[src/rtl/sync_pkg.sv]
`default_nettype none
// ============================================================================
// Module      : sync_pkg
// Description : Shared defaults, limits and helpers for the CDC synchronizer.
// Revision    : 1.0 - initial release
// ============================================================================
package sync_pkg;

    localparam int SYNC_DEFAULT_WIDTH  = 9;
    localparam int SYNC_DEFAULT_STAGES = 4;
    localparam int SYNC_MIN_STAGES     = 1;
    localparam int SYNC_MIN_WIDTH      = 1;

    // Convenience vector for callers using the default datapath width.
    typedef logic [SYNC_DEFAULT_WIDTH-1:0] sync_vec_t;

    function automatic bit sync_params_valid(input int width, input int stages);
        return (width >= SYNC_MIN_WIDTH) && (stages >= SYNC_MIN_STAGES);
    endfunction

endpackage : sync_pkg
`default_nettype wire

[src/rtl/sync_stage.sv]
`default_nettype none
// ============================================================================
// Module      : sync_stage
// Description : One WIDTH-bit register with asynchronous active-high clear.
// Revision    : 1.0 - initial release
// ============================================================================
module sync_stage #(
    parameter int WIDTH = 1
) (
    input  logic             i_clk,
    input  logic             i_rst,
    input  logic [WIDTH-1:0] i_d,
    output logic [WIDTH-1:0] o_q
);

    (* ASYNC_REG = "TRUE", dont_touch = "true" *)
    logic [WIDTH-1:0] r_q;

    always_ff @(posedge i_clk or posedge i_rst) begin
        if (i_rst) begin
            r_q <= '0;
        end else begin
            r_q <= i_d;
        end
    end

    assign o_q = r_q;

endmodule : sync_stage
`default_nettype wire

[src/rtl/synchronizer.sv]
`default_nettype none
// ============================================================================
// Module      : synchronizer
// Description : NUM_FFS-deep flip-flop chain carrying LOGIC_SIZE bits into
//               the i_new_clk domain; latency is exactly NUM_FFS edges.
// Revision    : 1.0 - initial release
// ============================================================================
module synchronizer
    import sync_pkg::*;
#(
    parameter int LOGIC_SIZE = SYNC_DEFAULT_WIDTH,
    parameter int NUM_FFS    = SYNC_DEFAULT_STAGES
) (
    input  logic                  i_new_clk,
    input  logic                  i_reset,
    input  logic [LOGIC_SIZE-1:0] i_input_data,
    output logic [LOGIC_SIZE-1:0] o_output_data
);

    generate
        if (!sync_params_valid(LOGIC_SIZE, NUM_FFS)) begin : g_param_error
            $fatal(1, "synchronizer: LOGIC_SIZE=%0d NUM_FFS=%0d, both must be >= 1",
                   LOGIC_SIZE, NUM_FFS);
        end
    endgenerate

    // Slot 0 is the raw input; slot k+1 is the output of stage k.
    logic [NUM_FFS:0][LOGIC_SIZE-1:0] w_chain;

    assign w_chain[0] = i_input_data;

    generate
        for (genvar k = 0; k < NUM_FFS; k++) begin : g_stage
            (* ASYNC_REG = "TRUE", dont_touch = "true" *)
            sync_stage #(
                .WIDTH (LOGIC_SIZE)
            ) u_stage (
                .i_clk (i_new_clk),
                .i_rst (i_reset),
                .i_d   (w_chain[k]),
                .o_q   (w_chain[k+1])
            );
        end
    endgenerate

    assign o_output_data = w_chain[NUM_FFS];

endmodule : synchronizer
`default_nettype wire

[config.mk]
export PLATFORM = sky130hd
export DESIGN_NAME = synchronizer
export DESIGN_NICKNAME = d
export VERILOG_FILES = /design/src/rtl/sync_pkg.sv /design/src/rtl/sync_stage.sv /design/src/rtl/synchronizer.sv
export SDC_FILE = /design/constraint.sdc
export NUM_CORES = 1
export LEC_CHECK = 0
export ABC_AREA = 1
export CELL_PAD_IN_SITES_DETAIL_PLACEMENT = 2
export CELL_PAD_IN_SITES_GLOBAL_PLACEMENT = 2
export CORE_MARGIN = 10
export CORE_UTILIZATION = 37
export CTS_CLUSTER_SIZE = 28
export DETAILED_ROUTE_END_ITERATION = 7
export PLACE_DENSITY_LB_ADDON = 0.15
export SLEW_MARGIN = 20
export SYNTH_ARGS = -nofsm -noshare
export SYNTH_HDL_FRONTEND = slang
export SYNTH_HIERARCHICAL = 1
export SYNTH_SLANG_ARGS = --single-unit
[constraint.sdc]
create_clock -name i_new_clk -period 0.8 [get_ports i_new_clk]
set_input_delay 0.08 -clock i_new_clk [delete_from_list [all_inputs] [get_ports i_new_clk]]
set_output_delay 0.08 -clock i_new_clk [all_outputs]
set_load 0.1 [all_outputs]
---- After elaboration in Yosys (flattened, before gate mapping) ----
Cells that the tools add are included.
word-level totals
  input bits .............................. 11
  output and inout port bits .............. 9
  word-level logic and storage cells ...... 4
  bits in registers ....................... 36

---- Logic depth before layout (Yosys ltp) ----
Gate-level depths: netlist (run 1).
  depth after elaboration ................. 0
  mapped depth ............................ 1
  mapped depth without buffers ............ 1

---- Hierarchy ----
The synthesis (run 1) kept the hierarchy.
by module, submodules not included
  module      seq. area each (sq um)  cells each  instances  area an instance (sq um)
  sync_stage  225.2                   10          4          229.0

---- Worst setup path before layout (run 1) ----
No wires, ideal clock.
  kind .................................... reg-to-output
  start point ............................. reg g_stage[3].u_stage.r_q[0]
  end point ............................... out o_output_data[0]
  required time ........................... 0.720 ns
  path buffers ............................ 0
  cell stages (with the launch flop) ...... 1
  arrival time ............................ 0.883 ns
  setup slack ............................. -0.163 ns
  cells stage by stage .................... dfrtp_1
RTL lines
  element                   line                RTL
  start: declaration        sync_stage.sv:17    logic [WIDTH-1:0] r_q;
  start signal: assignment  sync_stage.sv:23    r_q <= i_d;
  end: declaration          synchronizer.sv:17  output logic [LOGIC_SIZE-1:0] o_output_data
No word-level cell between the ends.

---- Worst setup path after layout (run 1) ----
  start point ............................. reg g_stage[3].u_stage.r_q[6]
  end point ............................... out o_output_data[6]
No word-level cell between the ends.

==> flow_results.org, run 1 <==
** Route
- The detailed router finished its first iteration with 0 violations.
- Total length of routed wires :: 1.427 mm
- Summing over every cut layer, the via total after detailed routing is between 300 and 400.
- Number of search-and-repair iterations in the first detailed-routing pass :: 1
- Dividing the detail-routed via count by the number of cells gives between 4 and 5.
- Routed length per placed instance :: roughly 15 microns
- Antenna violation net count after detailed routing :: 0
- Number of remaining DRC errors :: 0

** Placed design
- The placed instances occupy a cell area of between 0.001 and 0.0015 sq mm.
- Placement-stage worst setup slack :: approximately 0.048 ns
- GP Congestion :: between 0.6 and 0.7
- Input/output buffers :: 19
- HPWL after detailed placement :: around 1.2 mm

** Clock network
- For this design, the sink count on the clock tree is 36.
- After clock tree synthesis, the setup repair step added 0 buffers.
- Total clock buffers created by CTS :: 5
- Clock-pin slew on the worst setup and hold paths :: around 0.11 ns
- The clock tree synthesis step divided the H-tree into 2 levels.
- Maximum number of buffers from clock root to sink :: 2
- CTS tree :: yes
- Insertion delay to the later sink of the worst-skew pair :: 0.33 ns
- Buffer type at the clock tree root :: sky130_fd_sc_hd__clkbuf_4

** Final layout
- Number of multi-input combinational cells :: 0
- Of the cells placed in the final design, the portion with a size suffix greater than 1 is between 30% and 40%.
- After routing the design area is ~0.0013 sq mm.
- Number of nets in the layout :: 77
- Number of flip-flops in the largest register :: 36
- 0 antenna diodes ended up in the layout.
- Relative area change from synthesis to final layout :: 42.35%
- Filler instances :: around 190
- Final core area utilization :: a little under three fifths
- Area occupied by multi-input gates :: 0 sq um

** Logic synthesis
- Cell area after synthesis :: around 920 sq um
- Total of warnings raised by yosys :: 6
- Share of synthesized area occupied by flip-flops and latches :: between 90% and 100%
- Counting every net in the synthesized netlist gives ~50.
- The number of different library cells used by synthesis comes to 2.
- The cell count after synthesis came out at 40.
- Synthesis-stage register bit count :: 36
- Average size of a mapped cell :: approximately 23 sq um

** Power and ir drop
- Clock group share of total power :: 28.7%
- Total internal power :: 2.393 mW
- Sw Share :: between 20% and 30%
- Leakage power :: 0.5830 nW
- Dividing total power by cell area gives a power density of between 2000 and 2500 mW/mm^2.
- Psw :: 0.8537 mW
- Sequential share of power :: around 60%
- Worst supply voltage drop on vdd :: roughly 1500 uV
- Gate power share :: approximately 11%

** Status
- The run finished, with violations left.
- The final reports fail on setup timing.

** Worst setup path
- For this run, the slowest stage of the critical path takes between 0.4 and 0.5 ns.
- The worst setup path is captured at a primary output.
- The critical path is of the reg2out type.
- The worst setup path is launched from a flip-flop.
- Along the worst path, the maximum fanout reaches 1.
- In this run the critical register-to-register path is launched from g_stage[1].u_stage/o_q[0].
- For this design, the slowest cell found on the critical path is sky130_fd_sc_hd__dfrtp_2.
- Setup slack on the worst reg-to-reg path comes out at roughly 0.29 ns.
- Count of buffering cells on the critical path with inverters included :: 1
- The cell family contributing the most delay on the critical path is flip-flops.
- For the worst setup path, the data required time is around 0.72 ns.
- Path depth of the worst reg2reg path :: 0
- Capturing point of the worst reg2reg path :: g_stage[2].u_stage/o_q[0]
- CP Cell Sequence :: buf_12
- STA puts the critical path data arrival time at around 0.94 ns.

** STA
- Setup violations remaining at the end of the flow were counted as 9.
- The max-slew violation count came to 0.
- Derived from the worst setup path, the maximum achievable clock frequency is 0.9804 GHz.
- Unrepaired setup endpoints after global routing :: true
- For the final routed database, the setup TNS stands at -1.858 ns.
- Final hold slack :: about 0.085 ns
- The number of hold-slack violations in the final timing report came to 0.
- Worst slew slack as a fraction of its limit :: between 70 and 80%
- At the pin with the least slew margin, the transition time is ~0.34 ns.
- Worst Skew :: 0.009253 ns
- Setup ws final :: -0.2200 ns
- After layout, the worst path uses 127.5% of the clock period.
- Tmin final :: slightly above 1 ns

** Die
- The die is around 70 microns wide.
- Num ports :: 20
- The core region is around 0.0023 sq mm.
- Die Area :: between 0.004 and 0.005 sq mm
- For this configuration, the core starts out at a cell density of 40.24%.
- Standard-cell row count :: 17
- The floorplan step set the die height to between 60 and 70 microns.

** Global routing
- The first global-routing pass estimated 2.421 mm of wire.
- After global routing the overflow that remains totals 0.
- The via count of the first global-routing pass is 480.
- In the global route stage, overall resource usage came out at approximately 6.6%.
- The number of antenna violations at the first check in global routing came to 0.
- Entering global routing, the biggest net connects 14 pins.

** Worst hold path
- Worst hold path class :: in2async

** Flow run
- The tool flagged a number of max-cap violations equal to 0.
[final cells by class]
cell class | count | area, sq um | area share [%]
clock buffers | 5 | 37.54 | 2.879
clock inverters | 3 | 23.77 | 1.823
well taps | 28 | 35.03 | 2.687
inverters | 4 | 15.01 | 1.152
repair buffers | 19 | 280.3 | 21.50
flip-flops and latches | 36 | 912.1 | 69.96
[logic make-up (layout without fill, tap and decap cells)]
kind of cell	Yosys count	in the layout	share of synthesized area [%]
flip-flops	36	36	98.36
buffers and inverters	4	31	1.639
[worst max-delay path by stage]
| stage | to | start | cells after the start | slack (ns) |
|---|---|---|---|---|
| floorplan | o_output_data[0] | g_stage[3].u_stage/o_q[0] | 0 | 0.07 |
| global placement | g_stage[3].u_stage/o_q[3] | i_reset | 2 | 0.10 |
| detailed placement | g_stage[3].u_stage/o_q[3] | i_reset | 2 | 0.05 |
| CTS | o_output_data[6] | g_stage[3].u_stage/o_q[6] | 1 | -0.24 |
| global route | o_output_data[6] | g_stage[3].u_stage/o_q[6] | 1 | -0.28 |
| finish | o_output_data[6] | g_stage[3].u_stage/o_q[6] | 1 | -0.22 |
[per-stage QoR]
stage                     power (mW)  cells
after floorplan                2.169     40
after global routing           3.458     95
final                          3.246     95
after global placement         2.340     87
after detailed placement       2.360     87
after CTS                      3.309     95
[per-layer routing]
layer / vias up / wire [microns] / share of wire (%) / global-route usage, %
met5: - / 0 / 0 / 0
met4: 0 / 33 / 2.3 / 3.261
met3: 4 / 169 / 12 / 5.849
met2: 24 / 675 / 47 / 9.980
met1: 200 / 549 / 38 / 6.056
li1: 167 / - / - / -
[cells in the final DEF, fill, tap and decap left out]
cell	synthesis	routed
sky130_fd_sc_hd__buf_12	0	9
sky130_fd_sc_hd__dfrtp_2	0	9
sky130_fd_sc_hd__dfrtp_1	36	27
sky130_fd_sc_hd__clkinvlp_4	0	2
sky130_fd_sc_hd__inv_1	4	4
sky130_fd_sc_hd__clkinv_4	0	1
sky130_fd_sc_hd__clkbuf_4	0	5
sky130_fd_sc_hd__clkdlybuf4s50_1	0	10
[power groups by stage]
stage / registers, mW / clock network [mW] / logic (mW)
finish: 1.95 / 0.932 / 0.360
global route: 1.97 / 1.12 / 0.376
CTS: 1.96 / 0.984 / 0.367
detailed placement: 1.99 / 0 / 0.366
global placement: 1.98 / 0 / 0.359
floorplan: 2.14 / 0 / 0.0282
[cell usage after synthesis]
master	count	area, sq um
sky130_fd_sc_hd__inv_1	4	15.01
sky130_fd_sc_hd__dfrtp_1	36	900.9
[repair_timing]
| item | in CTS | in global routing |
|---|---|---|
| endpoints found under the setup margin | 9 | 9 |
| hold buffers | 0 | 0 |
| pin swaps | 0 | 0 |
| resized for setup | 0 | 0 |
Note: power is estimated with default switching activity, not from simulation.
==> run 2, diff against run 1 <==
CAP_MARGIN = 20   (was default)
==> results of run 2 <==
No change in the layout: final DEF, timing and power equal those of run 1.
==> run 3, diff against run 2 <==
CTS_CLUSTER_DIAMETER = 120   (was default)
==> results of run 3 <==
No change in the layout: final DEF, timing and power equal those of run 1.
